## config.mk

```make
export PLATFORM = sky130hd
export DESIGN_NAME = dsp48_e2
export DESIGN_NICKNAME = d
export VERILOG_FILES = /design/src/rtl/dsp48_e2.sv
export SDC_FILE = /design/constraint.sdc
export NUM_CORES = 1
export LEC_CHECK = 0
export CAP_MARGIN = 25
export CELL_PAD_IN_SITES_DETAIL_PLACEMENT = 1
export CELL_PAD_IN_SITES_GLOBAL_PLACEMENT = 1
export CORE_MARGIN = 2
export CORE_UTILIZATION = 37
export DETAILED_ROUTE_END_ITERATION = 12
export PLACE_DENSITY_LB_ADDON = 0.1
export SLEW_MARGIN = 20
export SYNTH_ARGS = -nofsm -noshare
export SYNTH_HDL_FRONTEND = slang
export SYNTH_SLANG_ARGS = --single-unit
```

## constraint.sdc

```tcl
create_clock -name vclk -period 7.7
set_input_delay 0.77 -clock vclk [all_inputs]
set_output_delay 0.77 -clock vclk [all_outputs]
set_load 0.005 [all_outputs]
```

## src/rtl/dsp48_e2.sv

```systemverilog
// dsp48_e2: pre-adder / multiplier / 4-input ALU slice with optional A/D, B, C, M, P pipeline registers.
// Define DSP48_E2_PATDET_EN to build the pattern detector; otherwise patterndetect is tied low.
module dsp48_e2 #(
    parameter int AREG = 0,
    parameter int BREG = 0,
    parameter int CREG = 0,
    parameter int MREG = 0,
    parameter int PREG = 0,
    parameter string USE_MULT = "NONE",
    parameter logic [47:0] RND = 48'h0,
    parameter logic [47:0] PATTERN = 48'h0,
    parameter logic [47:0] MASK = 48'h3fffffffffff
) (
    input  logic        clk,
    input  logic        rst_n,
    input  logic        ce,
    input  logic [29:0] a,
    input  logic [17:0] b,
    input  logic [47:0] c,
    input  logic [26:0] d,
    input  logic        carryin,
    input  logic [4:0]  inmode,
    input  logic [8:0]  opmode,
    input  logic [3:0]  alumode,
    output logic [47:0] p,
    output logic        carryout,
    output logic        patterndetect
);
    localparam bit MULT_ON = USE_MULT == "MULTIPLY";

    logic [29:0] a_r, a_s;
    logic [26:0] d_r, d_s, pre_a, pre_d, ad, mul_a;
    logic [17:0] b_r, b_s;
    logic [47:0] c_r, c_s, m_r, m_s, m_c, prod, p_r, pfb;
    logic [47:0] x, y, z, w;
    logic [48:0] s, z49, alu;
    logic        co_r;
    logic        unused_in;

    always_ff @(posedge clk or negedge rst_n) begin
        if (!rst_n) begin
            a_r  <= '0;
            d_r  <= '0;
            b_r  <= '0;
            c_r  <= '0;
            m_r  <= '0;
            p_r  <= '0;
            co_r <= 1'b0;
        end else if (ce) begin
            a_r  <= a;
            d_r  <= d;
            b_r  <= b;
            c_r  <= c;
            m_r  <= m_c;
            p_r  <= alu[47:0];
            co_r <= alu[48];
        end
    end

    always_comb begin
        a_s   = AREG != 0 ? a_r : a;
        d_s   = AREG != 0 ? d_r : d;
        b_s   = BREG != 0 ? b_r : b;
        c_s   = CREG != 0 ? c_r : c;
        pre_d = inmode[2] ? d_s : 27'd0;
        pre_a = inmode[1] ? 27'd0 : a_s[26:0];
        ad    = inmode[3] ? pre_d - pre_a : pre_d + pre_a;
        mul_a = inmode[2] ? ad : a_s[26:0];
        prod  = 48'($signed(mul_a)) * 48'($signed(b_s));
        m_c   = MULT_ON ? prod : 48'd0;
        m_s   = MREG != 0 ? m_r : m_c;
        // P feedback only exists when the output register is present.
        pfb   = PREG != 0 ? p_r : 48'd0;
        x     = opmode[1:0] == 2'b00 ? 48'd0 : opmode[1:0] == 2'b01 ? m_s :
                opmode[1:0] == 2'b10 ? pfb : {a_s, b_s};
        y     = opmode[3:2] == 2'b10 ? {48{1'b1}} : opmode[3:2] == 2'b11 ? c_s : 48'd0;
        z     = opmode[6:4] == 3'b010 ? pfb : opmode[6:4] == 3'b011 ? c_s : 48'd0;
        w     = opmode[8:7] == 2'b00 ? 48'd0 : opmode[8:7] == 2'b01 ? pfb :
                opmode[8:7] == 2'b10 ? RND : c_s;
        s     = {1'b0, w} + {1'b0, x} + {1'b0, y} + 49'(carryin);
        z49   = {1'b0, z};
        alu   = alumode == 4'b0011 ? z49 - s :
                alumode == 4'b0001 ? s - z49 - 49'd1 :
                alumode == 4'b0010 ? ~(z49 + s) : z49 + s;
    end

    assign p         = PREG != 0 ? p_r : alu[47:0];
    assign carryout  = PREG != 0 ? co_r : alu[48];
    assign unused_in = ^{inmode[4], inmode[0]};

`ifdef DSP48_E2_PATDET_EN
    assign patterndetect = ((p ^ PATTERN) & ~MASK) == 48'd0;
`else
    logic unused_pat;
    assign unused_pat    = ^{PATTERN, MASK};
    assign patterndetect = 1'b0;
`endif
endmodule

```

==> impl_metrics.ini, run 1 <==
[yosys]
synth-xor-area-share_pct = 9.874
muxShareOfSynthArea_pct = 1.291
syn_inst = 2193
yosysUniqueCellTypes = 79
yosys.area_share.simple_pct = 21.14
synthAdderAreaFrac_pct = 24.24
synth_top_family_by_area = compound AO/OA/AOI/OAI gates
syn_nets = 2581
ys_seq_area_share_pct = 0
synth_top_area_share_pct = 16.88
synth_compound_area_share_pct = 33.81
yosysWarnings = 0
synth.area.top_cells = ha_1, a21oi_1, xnor2_1
syn_avg_cell_area_sq_um = 6.455
yosysTopAreaCell = ha_1
synthesis.area_sq_um = 14150

[status]
stop_stage = global routing (5_1_grt)
error = [ERROR GRT-0232] Routing congestion too high. Check the congestion heatmap in the GUI.
status = aborted with a tool error

[floorplan]
io_pins = 195
die_w_um = 199.6
rows = 71
die_y_um = 199.6
start_util_pct = 37.58

[placed_design]
portBuffers = 159
hpwl_um = 71060
place.gp.congestion = 0.9946

[grt]
gr-total-overflow = 185
gr-usage-all-layers_pct = 75.88
grt_max_degree = 52

[sta]
worstEndpointType = output port
grt_repair_worst_endpoint = p[46]

[clock_network]
hold_buffers = 0
[cells by family after synthesis]
kind of cell / count (synthesis)
mux: 18
buf+inv: 359
fa+ha+maj: 243
other cells: 1
simple gates: 653
compound gates: 761
xor+xnor: 158
[cells in the mapped netlist, types with 17 or more instances]
cell	count
a211oi_1	29
a21o_1	58
a21oi_1	237
a31oi_1	23
clkbuf_1	81
fa_1	52
ha_1	191
inv_1	255
nand2_1	260
nand2b_1	25
nand3_1	37
nand4_1	22
nor2_1	157
nor2b_1	28
nor3_1	36
nor4_1	17
o211ai_1	27
o21a_1	19
o21ai_0	190
o21bai_1	50
o31ai_1	25
xnor2_1	125
xor2_1	32
[routing by layer]
layer / global-route usage [%] / GRT overflow
met1: 73.76 / 1
met2: 94.86 / 106
met3: 59.76 / 3
met4: 79.64 / 75
met5: 18.39 / 0
[through the flow]
stage	cell area (sq um)	setup WS [ns]	std cells
3_3_place_gp	21940	-1.308	3545
4_1_cts	23550	-0.3794	3595
2_1_floorplan	14160	0.01163	2193
3_5_place_dp	21940	-1.749	3545
[timing repair]
| item | 4_1_cts |
|---|---|
| pin swaps | 130 |
| setup endpoints to repair | 38 |
| setup buffers | 54 |
| resized for setup | 415 |
==> run 2, diff against run 1 <==
==> config.mk (replaced) <==
export PLATFORM = sky130hd
export DESIGN_NAME = dsp48_e2
export DESIGN_NICKNAME = d
export VERILOG_FILES = /design/src/rtl/dsp48_e2.sv
export SDC_FILE = /design/constraint.sdc
export NUM_CORES = 1
export LEC_CHECK = 0
export CAP_MARGIN = 25
export CORE_MARGIN = 2
export CORE_UTILIZATION = 25
export DETAILED_ROUTE_END_ITERATION = 12
export PLACE_DENSITY_LB_ADDON = 0.15
export SLEW_MARGIN = 20
export SYNTH_ARGS = -nofsm -noshare
export SYNTH_HDL_FRONTEND = slang
export SYNTH_SLANG_ARGS = --single-unit
==> constraint.sdc (replaced) <==
create_clock -name vclk -period 10
set_input_delay 1 -clock vclk [all_inputs]
set_output_delay 1 -clock vclk [all_outputs]
set_load 0.005 [all_outputs]
==> run 2 against run 1 <==
- the run now ends clean
- synthesized cell count did not move
- area after synthesis did not move
==> impl_metrics.ini, run 2 <==
[status]
status = completed

[yosys]
syn_avg_cell_area_sq_um = 6.455
synth.area.top_cells = ha_1, a21oi_1, xnor2_1
ys_seq_area_share_pct = 0
ys_top_cells_by_count = nand2_1, inv_1, a21oi_1
synthesis.area_sq_um = 14150
yosysTopAreaCell = ha_1
yosysWarnings = 0
yosysMostFrequentCell = nand2_1
syn_inst = 2193
yosysUniqueCellTypes = 79
synth_top_area_share_pct = 16.88
syn_nets = 2581

[power_and_ir_drop]
netSwitchingPower_mw = 1.225
leakage_nw = 9.184
p_int_mw = 0.9794
p_comb_share_pct = 100.0
pwr_density_cell_nw_per_um2 = 115.2
power.share.sequential_pct = 0
p_sw_share_pct = 55.56
clock_power_share_pct = 0
peakVddDrop_mv = 0.04264

[floorplan]
io_pins = 195
die_y_um = 242.0
start_util_pct = 25.20
die_w_um = 242.0
rows = 87
core-area_sq_um = 56170
die_area_sq_um = 58540

[setup_path]
crit_top_cell = buf_4
critPathBufInv = 9
cp_top_family = buffers and inverters
path_class = in -> out
path_max_fanout = 3
slowest_delay_ns = 0.56
slowest_stage = clkdlybuf4s50_1
cp-start-kind = input port
worstPathRequired_ns = 9.00
critPathArrivalTime_ns = 8.70
cp_num_cells = 33
end_kind = primary output

[grt]
grt_pass1_wl_um = 102100
grt_pass1_vias = 17241
gr-total-overflow = 0
antenna_found_initial = 0
grt_use_met2_pct = 36.82
grt.met1_usage_pct = 31.48
gr-usage-all-layers_pct = 21.92
grt_max_degree = 65
grt_use_met3_pct = 1.329
top_usage_layer = met2

[hold_path]
min_from = c[0]
worstHoldPathType = in -> out
hold_end = p[0]
min_path_cells = 5

[detailed_routing]
viasPerCell = 5.094
drtAntennaViolNets = 0
route.detailed.drc = 0
num_vias = 17117
wire_per_inst_um = 19.82
drt_iter0_drc = 1231
dr.pass1.iters = 6
wl_um = 66590

[cells_and_area]
drive_gt1_share_pct = 15.71
layout_commonest_cell = buf_4
register_area_sq_um = 0
fillers = 6296
n_clock_buffer = 0
nets = 2993
nFlopsAndLatches = 0
fin_cells = 3360
fin_util_pct = 34.07
fin_area_sq_um = 19130
final_cell_mix = buf_4, nand2_1, inv_1, a21oi_1, ha_1
syn_to_final_growth_pct = 35.18

[sta]
fin_crit_ns = 9.695
max_freq_mhz = 103.1
max_slew_margin_pct = 46.12
hold_viol = 0
fin_crit_sh_pct = 96.95
timing.setup.tns_ns = 0
finalSetupViolCount = 0
drv_slew = 0
worst_slew_pin_slew_ns = 0.8081

[placed_design]
hpwl_um = 56880
dp_cells = 3357
place.gp.congestion = 0.9226
portBuffers = 159
placed_area_sq_um = 18970

[run]
maxCapViolCount = 0

[clock_network]
hold_buffers = 0
==> run 2: cell counts after synthesis <==
No cell type changed its count.
==> run 2: logic make-up (layout without fill, tap and decap cells) <==
logic type | Yosys count | in the layout | synth area share (%)
AO/OA/AOI/OAI | 761 | 761 | 33.81
XOR/XNOR | 158 | 158 | 9.874
adder cells (fa/ha/maj) | 243 | 243 | 24.24
buffers and inverters | 359 | 769 | 9.617
multiplexers | 18 | 18 | 1.291
other | 1 | 2 | 0.02649
AND/OR/NAND/NOR | 653 | 653 | 21.14
==> run 2: timing repair <==
action                                  CTS  global route
gates resized for setup                   4            32
endpoints found under the setup margin    7            19
pin swaps                                 0             5
gates cloned                              0             0
buffers inserted                          0             2
==> run 2: per-stage QoR <==
stage	hold WS, ns	setup WS, ns	total power, mW
global route	3.411	-0.007782	2.401
global placement	3.289	-0.1346	2.168
detailed placement	3.336	-0.1215	2.169
floorplan	2.251	1.726	1.142
finish	3.314	0.3049	2.204
CTS	3.336	0.01435	2.186
==> run 2: layout make-up <==
type	count	area, sq um	area share, %
Multi-Input combinational cell	1834	12940	67.64
Timing Repair Buffer	514	4287	22.40
Inverter	255	957.2	5.002
Tap cell	756	945.9	4.943
Antenna cell	1	2.502	0.01308
==> run 2: power by group through the flow <==
stage	Clock, mW	Combinational (mW)	Sequential, mW
finish	0.00000000184	2.20	0
global route	0	2.40	0
CTS	0	2.19	0
detailed placement	0	2.17	0
global placement	0	2.17	0
floorplan	0	1.14	0
==> run 2: worst max-delay path by stage <==
stage	start	to	slack [ns]
after floorplan	opmode[7]	carryout	1.73
after global placement	opmode[2]	p[41]	-0.13
after detailed placement	opmode[2]	p[41]	-0.12
after CTS	opmode[7]	p[39]	0.01
after global routing	opmode[7]	p[36]	-0.008
final	opmode[7]	p[30]	0.30
==> run 2: layer usage <==
| metal | part of all wire, % | wire length, um |
|---|---|---|
| met1 | 49 | 32430 |
| met2 | 46 | 30540 |
| met3 | 4.1 | 2758 |
| met4 | 1.3 | 864 |
| met5 | 0 | 0 |
(Power assumes the default switching activity.)
==> run 3, diff against run 2 <==
--- a/config.mk
+++ b/config.mk
@@ -7,7 +7,7 @@
 export LEC_CHECK = 0
 export CAP_MARGIN = 25
 export CORE_MARGIN = 2
-export CORE_UTILIZATION = 25
+export CORE_UTILIZATION = 59
 export DETAILED_ROUTE_END_ITERATION = 12
 export PLACE_DENSITY_LB_ADDON = 0.15
 export SLEW_MARGIN = 20
==> run 3 against run 2 <==
- die area is 57% lower
- sequential share of layout area is the same
- cell count is 20% lower
- via count up 1.9%
- wire length decreased by 16%
- sequential cell count stayed put
- hold slack worse by 0.076 ns
- critical endpoint is now p[35]
- largest cell class unchanged
- highest routed layer is now met5
==> impl_metrics.ini, run 3 (same netlist as run 2, synthesis figures left out) <==
[status]
status = completed

[clock_network]
cts_setup_buffers = 0

[hold_path]
worstHoldPathType = in -> out

[sta]
finalSetupViolCount = 0
max_freq_mhz = 101.7
max_slew_margin_pct = 48.85
timing.setup.tns_ns = 0
rsz0062_at_grt = false
setup_ws_ns = 0.1647
hold_viol = 0
fin_crit_ns = 9.835
fin_crit_sh_pct = 98.35
worst_slew_pin_slew_ns = 0.7577
drv_slew = 0

[floorplan]
rows = 56
die_y_um = 158.9
die_w_um = 158.9
io_pins = 195
start_util_pct = 60.12
die_area_sq_um = 25250
core-area_sq_um = 23540

[placed_design]
place_worst_setup_slack_ns = 0.1090
hpwl_um = 45430
portBuffers = 159
place.gp.congestion = 1.027

[cells_and_area]
layout_commonest_cell = nand2_1
final_cell_mix = nand2_1, inv_1, a21oi_1, ha_1, o21ai_0
nets = 2765
nFlopsAndLatches = 0
num_antenna_cells = 0
register_area_sq_um = 0
drive_gt1_share_pct = 7.242
syn_to_final_growth_pct = 18.85
multi_input_area_sq_um = 12900
fillers = 1985
n_clock_buffer = 0

[setup_path]
crit_top_cell = buf_4
path_max_fanout = 10
crit_path_end = p[35]
cp-start-kind = input port
end_kind = primary output
path_class = in -> out
crit_start = opmode[7]
slowest_stage = fa_1
slowest_delay_ns = 0.52
critPathArrivalTime_ns = 8.84
worstPathRequired_ns = 9.00

[detailed_routing]
drtAntennaViolNets = 0
route.detailed.drc = 0
wl_um = 55780
viasPerCell = 6.477
dr.pass1.iters = 8
num_vias = 17450
drt_iter0_drc = 2043
wire_per_inst_um = 20.71

[power_and_ir_drop]
pwr_density_cell_nw_per_um2 = 114.5
peakVddDrop_mv = 0.06868
leakage_nw = 8.067

[grt]
grt_use_met3_pct = 5.852
top_usage_layer = met2
gr-usage-all-layers_pct = 42.21
gr-total-overflow = 0
grt_pass1_wl_um = 88090
grt_pass1_vias = 16663
grt_max_degree = 65
grt.met1_usage_pct = 57.72
grt_use_met2_pct = 69.02
antenna_found_initial = 2

[run]
maxCapViolCount = 0
-- run 3: cell count changes in the layout (fill, tap and decap cells not counted), moves of 3 or more --
cell    previous run  this run
nor2_2             3         0
nor2_1           153       156
buf_6              2         5
buf_4            350       121
-- run 3: cell type report --
| cell class | instances | share of cell area [%] |
|---|---|---|
| timing repair buffer | 286 | 15.27 |
| multi-input combinational | 1834 | 76.67 |
| inverter | 255 | 5.690 |
| tap | 319 | 2.373 |
-- run 3: timing repair --
item,CTS,global route
gates resized for setup,0,29
setup endpoints to repair,0,18
endpoints found under the hold margin,0,0
hold buffers,0,0
-- run 3: critical path, delay by kind of cell --
family          cells  cell delay [ns]
simple gates        9             1.41
xor+xnor            2             0.18
fa+ha+maj           4             1.56
buf+inv             9             2.08
compound gates     10             2.62
-- run 3: how the worst min path moves through the flow --
stage / startpoint / endpoint / cells past startpoint
after floorplan: c[0] / p[0] / 3
after global routing: c[0] / p[0] / 5
after CTS: c[0] / p[0] / 5
after detailed placement: c[0] / p[0] / 5
final: c[0] / p[0] / 5
after global placement: c[0] / p[0] / 5
-- run 3: per-stage QoR --
step / instance area (sq um) / std cells / utilization (%) / hold WS (ns) / power [mW]
after floorplan: 14150 / 2193 / - / 2.251 / 1.142
after global placement: 16710 / 2694 / 70.97 / 3.224 / 1.804
after detailed placement: 16710 / 2694 / 70.97 / 3.235 / 1.842
after CTS: 16710 / 2694 / 70.97 / 3.237 / 1.853
after global routing: 16820 / 2694 / 71.46 / 3.290 / 2.067
final: 16820 / 2694 / 71.46 / 3.237 / 1.926
-- run 3: power by group --
part / internal, mW / leakage (nW) / switching [mW] / total (mW)
combinational: 0.789 / 8.07 / 1.14 / 1.93
sequential: 0 / 0 / 0 / 0
clock: 0 / 0 / 0 / 0
total: 0.789 / 8.07 / 1.14 / 1.93
-- run 3: layer usage --
layer / up-vias / share of wire [%]
met5: - / 0.047
met4: 4 / 3.5
met3: 155 / 11
met2: 1142 / 44
met1: 8113 / 42
li1: 8036 / -
